==> src/rtl/ac_unit_drain_controller.sv <==
// ac_unit_drain_controller: drains the capture unit sample buffer
// over its register port and streams 32-bit words on valid/ready.
// Ports: clk_i, rst_i (async, active-high), enable_i;
//   read_o/read_address_o/read_data_i/read_error_i = register port;
//   data_o/valid_o/ready_i/last_o = stream; busy_o, error_o, word_count_o.
// Optional: define AC_DRAIN_PACK_EN to pack two 16-bit samples per word.

package ac_unit_pkg;
  typedef enum logic [1:0] {
    CAPTURE_UNIT_STATUS        = 2'd0,
    CAPTURE_UNIT_SAMPLE_BUFFER = 2'd1
  } capture_unit_registers_t;
endpackage

module ac_unit_drain_controller
  import ac_unit_pkg::*;
#(
  parameter int unsigned BURST_LENGTH   = 16,
  parameter int unsigned BACKOFF_CYCLES = 8
) (
  input  logic                    clk_i,
  input  logic                    rst_i,
  input  logic                    enable_i,
  output logic                    read_o,
  output capture_unit_registers_t read_address_o,
  input  logic [31:0]             read_data_i,
  input  logic                    read_error_i,
  output logic [31:0]             data_o,
  output logic                    valid_o,
  input  logic                    ready_i,
  output logic                    last_o,
  output logic                    busy_o,
  output logic                    error_o,
  output logic [15:0]             word_count_o
);

  typedef enum logic [2:0] {
    S_IDLE,
    S_POLL,
    S_POP,
    S_EMIT,
    S_BACKOFF
  } state_t;

  localparam logic [7:0] BL_M1 = 8'(BURST_LENGTH - 1);
  localparam logic [7:0] BO_M1 = 8'(BACKOFF_CYCLES - 1);

  state_t      state_q, state_d;
  logic [31:0] word_q, word_d;
  logic [7:0]  burst_q, burst_d;
  logic [7:0]  bo_q, bo_d;
  logic        err_q, err_d;
  logic [15:0] word_count_q, word_count_d;
  logic        held;
  logic        is_last;
  logic        empty;
  logic [15:0] sample;
  logic        unused_rd;

`ifdef AC_DRAIN_PACK_EN
  logic        half_q, half_d;
  logic [15:0] low_q, low_d;
  logic        flush_q, flush_d;
  assign held    = half_q;
  assign is_last = (burst_q == BL_M1) || flush_q;
`else
  assign held    = 1'b0;
  assign is_last = (burst_q == BL_M1);
`endif

  assign empty     = read_data_i[0];
  assign sample    = read_data_i[15:0];
  // Upper data half and the full flag carry nothing we act on.
  assign unused_rd = ^{read_data_i[31:16], read_data_i[1]};

  always_comb begin
    state_d      = state_q;
    word_d       = word_q;
    burst_d      = burst_q;
    bo_d         = 8'd0;
    err_d        = err_q;
    word_count_d = word_count_q;
`ifdef AC_DRAIN_PACK_EN
    half_d       = half_q;
    low_d        = low_q;
    flush_d      = flush_q;
`endif
    unique case (state_q)
      S_IDLE: begin
        if (enable_i && !err_q) state_d = S_POLL;
      end
      S_POLL: begin
        if (read_error_i) begin
          err_d   = 1'b1;
          state_d = S_IDLE;
`ifdef AC_DRAIN_PACK_EN
          half_d  = 1'b0;
`endif
        end else if (!empty) begin
          state_d = S_POP;
        end else if (enable_i) begin
          state_d = S_BACKOFF;
`ifdef AC_DRAIN_PACK_EN
        end else if (half_q) begin
          // Buffer ran dry on disable: flush the lone low half.
          word_d  = {16'h0000, low_q};
          half_d  = 1'b0;
          flush_d = 1'b1;
          state_d = S_EMIT;
`endif
        end else begin
          state_d = S_IDLE;
        end
      end
      S_POP: begin
        if (read_error_i) begin
          err_d   = 1'b1;
          state_d = S_IDLE;
`ifdef AC_DRAIN_PACK_EN
          half_d  = 1'b0;
`endif
        end else begin
`ifdef AC_DRAIN_PACK_EN
          if (!half_q) begin
            low_d   = sample;
            half_d  = 1'b1;
            state_d = S_POLL;
          end else begin
            word_d  = {sample, low_q};
            half_d  = 1'b0;
            flush_d = 1'b0;
            state_d = S_EMIT;
          end
`else
          word_d  = {16'h0000, sample};
          state_d = S_EMIT;
`endif
        end
      end
      S_EMIT: begin
        if (ready_i) begin
          word_count_d = word_count_q + 16'd1;
          if (is_last) begin
            burst_d = 8'd0;
            state_d = S_BACKOFF;
`ifdef AC_DRAIN_PACK_EN
            flush_d = 1'b0;
`endif
          end else begin
            burst_d = burst_q + 8'd1;
            state_d = (enable_i || held) ? S_POLL : S_IDLE;
          end
        end
      end
      S_BACKOFF: begin
        if (bo_q == BO_M1) begin
          state_d = (!enable_i && !held) ? S_IDLE : S_POLL;
        end else begin
          bo_d = bo_q + 8'd1;
        end
      end
      default: state_d = S_IDLE;
    endcase
  end

  always_ff @(posedge clk_i or posedge rst_i) begin
    if (rst_i) begin
      state_q      <= S_IDLE;
      word_q       <= 32'h0;
      burst_q      <= 8'd0;
      bo_q         <= 8'd0;
      err_q        <= 1'b0;
      word_count_q <= 16'h0;
`ifdef AC_DRAIN_PACK_EN
      half_q       <= 1'b0;
      low_q        <= 16'h0;
      flush_q      <= 1'b0;
`endif
    end else begin
      state_q      <= state_d;
      word_q       <= word_d;
      burst_q      <= burst_d;
      bo_q         <= bo_d;
      err_q        <= err_d;
      word_count_q <= word_count_d;
`ifdef AC_DRAIN_PACK_EN
      half_q       <= half_d;
      low_q        <= low_d;
      flush_q      <= flush_d;
`endif
    end
  end

  assign read_o         = (state_q == S_POLL) || (state_q == S_POP);
  assign read_address_o = (state_q == S_POP) ? CAPTURE_UNIT_SAMPLE_BUFFER
                                             : CAPTURE_UNIT_STATUS;
  assign valid_o        = (state_q == S_EMIT);
  assign last_o         = valid_o && is_last;
  assign busy_o         = (state_q != S_IDLE);
  assign data_o         = word_q;
  assign error_o        = err_q;
  assign word_count_o   = word_count_q;

endmodule

==> config.mk <==
export PLATFORM = sky130hd
export DESIGN_NAME = ac_unit_drain_controller
export DESIGN_NICKNAME = d
export VERILOG_FILES = /design/src/rtl/ac_unit_drain_controller.sv
export SDC_FILE = /design/constraint.sdc
export NUM_CORES = 1
export LEC_CHECK = 0
export CORE_MARGIN = 3
export CORE_UTILIZATION = 30
export CTS_BUF_LIST = sky130_fd_sc_hd__clkbuf_2 sky130_fd_sc_hd__clkbuf_4 sky130_fd_sc_hd__clkbuf_8
export DETAILED_ROUTE_END_ITERATION = 10
export SLEW_MARGIN = 20
export SYNTH_ARGS = -nofsm -noshare
export SYNTH_HDL_FRONTEND = slang
export SYNTH_SLANG_ARGS = --single-unit
==> constraint.sdc <==
create_clock -name clk_i -period 1.8 [get_ports clk_i]
set_input_delay 0.18 -clock clk_i [delete_from_list [all_inputs] [get_ports clk_i]]
set_output_delay 0.18 -clock clk_i [all_outputs]
set_load 0.02 [all_outputs]
======== Word-level counts from Yosys, hierarchy flattened ========
Index checks and enable logic that the tools add are counted.
operators by class
  eq/ne operators ......................... 9
  muxes and demuxes ....................... 14
  reductions and logical operators ........ 11
  shifts and indexed selects .............. 0
  add/subtract/negate cells ............... 3
  multipliers ............................. 0
  div/mod/pow operators ................... 0
  bitwise logic cells ..................... 1
  magnitude comparators ................... 0
operators by type and width
  operator                                              number
  two-way mux 8 bit                                     3
  two-way mux 3 bit                                     7
  adder 16 x 1 -> 16 bit (second input constant)        1
  adder 8 x 1 -> 8 bit (second input constant)          2
  case mux 3 bit (5 select lines)                       1
  equality test 8 x 3 -> 1 bit (second input constant)  1
  equality test 8 x 4 -> 1 bit (second input constant)  1
  equality test 3 x 2 -> 1 bit (second input constant)  2
  AND reduction 2 bit                                   3
  != test 2 bit (second input constant)                 2
  equality test 3 x 1 -> 1 bit (second input constant)  1
  equality test 3 bit (second input constant)           1
  zero test 3 bit                                       1
  AND reduction 3 bit                                   1
  nonzero test 3 bit                                    1
  logical AND 1 bit                                     2
  two-way mux 1 bit                                     2
  two-way mux 2 bit                                     1
  != test 2 x 1 -> 1 bit (second input constant)        1
  OR reduction 2 bit                                    1
  zero test 1 bit                                       1
  logical OR 1 bit                                      1
  inverter 1 bit                                        1
storage, ports and cells
  latch bits .............................. 0
  register bits after elaboration ......... 52
  logic and storage cells ................. 44
  ROM bits ................................ 0
  memories kept ........................... 0
  RAM bits ................................ 0
  output and inout bits ................... 55

======== Logic depth before layout (Yosys ltp) ========
  depth after elaboration ................. 4
  gate-level depth with buffers ........... 6
  depth with buffers taken out ............ 5

======== Least setup slack after synthesis ========
OpenSTA, ideal clock, no wires.
  path type ............................... register to register
  start ................................... register state_q[2]
  end ..................................... register word_q[0], in the netlist data_o[0]
  clock period less this slack ............ 1.590 ns
  data arrival time ....................... 1.465 ns
  slack ................................... 0.210 ns
  stages on the path, launching flop included .. 5
  data required time ...................... 1.675 ns
  setup time .............................. 0.125 ns
  buffers on the path ..................... 2
  cells stage by stage .................... dfrtp_1 -> buf_6 -> nor4b_4 -> buf_6 -> mux2_4
on the way
  cells in the longest elaborated chain, start to end .. 2
ends and longest elaborated chain
  element                        RTL line  source
  start: declaration             48        state_t state_q, state_d;
  start signal: assignment       180       state_q <= state_d;
  equality test 3 x 2 -> 1 bit   88        unique case (state_q)
  AND reduction 2 bit (no line)  n/a
  end signal: assignment         181       word_q <= word_d;
  end: declaration               49        logic [31:0] word_q, word_d;
No other way between the ends.
A chain may end at the register's enable or synchronous reset.

======== Final worst setup path ========
  start ................................... register state_q[1]
  end ..................................... output port busy_o
on the way
  cells in the longest elaborated chain, start to end .. 1
ends and longest elaborated chain
  element             RTL line  source
  nonzero test 3 bit  199       assign busy_o = (state_q != S_IDLE);
  end: declaration    32        output logic busy_o,
No other way between the ends.

==> run metrics <==
initial antenna violation count 0; Final TNS setup 0 ps; Fmax 574.4 MHz; R2R cell count 5; Crit path largest cell delay 480 ps; global-route wire length before repair 8659 um; vias per cell 4.542; postcts setup bufs 0; top-area cell type share of the netlist area 50.12%; sequential area share after synthesis 50.12%; fill cell count 814; largest net degree at the start of global routing 33; simple-gate share of the synthesized area 19.28%; Net Sw Frac 32.14%; register area 1303 um2; synth warn 0; layout cells sized above 1 18.60%; top cells by area, synth dfrtp_1 (50%), mux2_4 (6.4%), xnor2_1 (5.7%); Max FO, Critical Path 9; Core ar. 8299 um2; worst clock skew 5.426 ps; Finished Core Util 41.84%; Synth Area in Compound Gates 4.289%; total power 3.971 mW; routed length per instance 12.75 um; Comb power frac 40.7%; share of synthesized area spent on multiplexers 8.964%; depth of the CTS H-tree 2; Synth Cell Area 2596 um2; Sw Pwr 1.276 mW; Post-Synthesis Cells 223; GPL Wtd Cong 0.8687; Post-DRT Antenna Nets 0; Crit Path Category reg2out; die area 9806 um2; post-synth cell types 42; Top delay family on crit path simple AND/OR/NAND/NOR gates; routed wire length 5177 um; clock group share of total power 19.9%; Final Hold Fails 0; XOR/XNOR share of the synthesized area 8.771%; Pins Over Slew Limit 0; worst reg2reg endpoint state_q[0]; Leakage 1.603 nW; crit path buf inv count 1; run status completed; total gr overflow 0; Layout Nets 340; post-DP HPWL 3894 um; I/O pin count 92; r2r startpoint burst_q[4]; Avg Inst Size Synth 11.64 um2; endpoints failing setup 0; Initial DRC Count 46; Worst-Skew Late Latency 300 ps; drt pass-1 iters 4; clk root buf clkbuf_8; Max VDD drop 0.3312 mV; arrival time worst endpoint 1560 ps; clk sinks 52; area of the multi-input gates 1174 um2; PwrDens 1144 nW/um2; ant diodes 0; Internal 2.695 mW; vias in the first global route 1807; TritonCTS clock tree yes; Top FF cell, synth dfrtp_1; Post-synth ARST share 100.0%; Syn-to-layout area delta 33.73%; largest family of logic cells by synthesized area simple AND/OR/NAND/NOR gates; via count 1844; flops & latches, synth 52; TritonCTS Buffers 5; Die Ht 99.03 um; Slowest-stage cell, CP or3_2; crit-path cells or3_2, clkdlybuf4s15_1; unrepaired setup endpoints after global routing false; startpoint types flop; maxcap violations 0; Initial Util 31.28%; EDFF count, synth 0; gr usage total 10.79%; flop2flop setup slack 190 ps; area leader, netlist dfrtp_1; adder-cell share of the synthesized area 1.446%; DR DRC count 0; required time of the critical path 1620 ps; Max Buffers Root-to-Sink 2; Worst setup EP type output port; Clk pin slew, worst setup/hold paths 90 ps; hold crit path type in2async; Tcrit/Tclk final 96.71%; port bufs 58; Sequential Power Share 39.3%; CTS Hold Bufs 0; Die Span X 99.03 um; Cell Rows 33; Final min period 1741 ps
[synth_stat cells (2+ instances only)]
cell and n:
nor2b_1 2, mux2_4 11, nor3_1 4, nand4_1 11, o21ai_0 5, inv_1 2
buf_4 18, a21o_1 2, a21oi_1 3, nor2_1 16, ha_1 3, dfrtp_1 52
mux2_2 6, buf_6 3, and3_1 8, nand3_1 10, xor2_1 9, xnor2_1 17
nand2_1 18
[cell usage in the layout (no fill, tap or decap), types with 5 or more instances in the layout]
master	count
xnor2_1	17
nand4_1	11
and3_1	8
buf_4	15
nand2_1	18
nor2_1	16
dfrtp_1	51
xor2_1	9
clkdlybuf4s50_1	53
conb_1	17
clkbuf_8	5
mux2_2	6
nand3_1	10
o21ai_0	5
mux2_4	11
[registers in the layout, indices dropped and copies added, names as in the netlist]
| name | flops |
|---|---|
| error_o | 1 |
| burst_q | 8 |
| state_q | 3 |
| data_o | 16 |
| bo_q | 8 |
| word_count_o | 16 |
[cell families after synthesis]
kind of cell             after synthesis
flip-flops                            52
AND/OR/NAND/NOR                       83
adder cells (fa/ha/maj)                3
AO/OA/AOI/OAI                         17
other                                  1
XOR/XNOR                              26
multiplexers                          17
buffers and inverters                 24
[through the flow]
step	worst slack [ps]	area [um2]	hold WS, ps	cells
finish	59.18	3472	66.21	406
global route	14.13	3472	62.09	406
CTS	6.051	3473	58.66	406
detailed placement	47.01	3367	381.9	398
global placement	58.30	3367	389.9	398
floorplan	210.0	2656	272.2	239
[layout make-up]
| class | count | share of cell area (%) |
|---|---|---|
| Clock inverter | 2 | 1.009 |
| Timing Repair Buffer | 76 | 21.48 |
| Multi-Input combinational cell | 163 | 33.80 |
| Inverter | 2 | 0.2162 |
| Sequential cell | 52 | 37.51 |
| Clock buffer | 6 | 2.198 |
| Tap cell | 105 | 3.784 |
[what timing repair did]
action                                  in CTS  in global routing
hold endpoints to repair                     0                  0
endpoints found under the setup margin       5                  3
pin swaps                                    0                  0
gates resized for setup                      6                  4
[power by group through the flow]
stage	clock [mW]	combinational [mW]	sequential, mW
6_report	0.792	1.62	1.56
3_3_place_gp	0	1.65	1.57
4_1_cts	0.825	1.63	1.57
3_5_place_dp	0	1.66	1.59
2_1_floorplan	0	0.700	1.83
5_1_grt	0.874	1.73	1.60
[metal layers]
metal | GRT usage (%) | wire, um
met2 | 16.68 | 2433
met4 | 2.836 | 49
met3 | 3.114 | 320
met1 | 14.85 | 2375
met5 | 0 | 0
[worst max path at each step]
stage / from / end / slack, ps / cells past startpoint
finish: state_q[1] / busy_o / 60 / 2
global route: state_q[2] / valid_o / 10 / 5
CTS: burst_q[0] / last_o / 6 / 4
detailed placement: ready_i / burst_q[4] / 50 / 5
global placement: ready_i / burst_q[4] / 60 / 5
floorplan: state_q[2] / data_o[0] / 210 / 4
(Power assumes the default switching activity.)
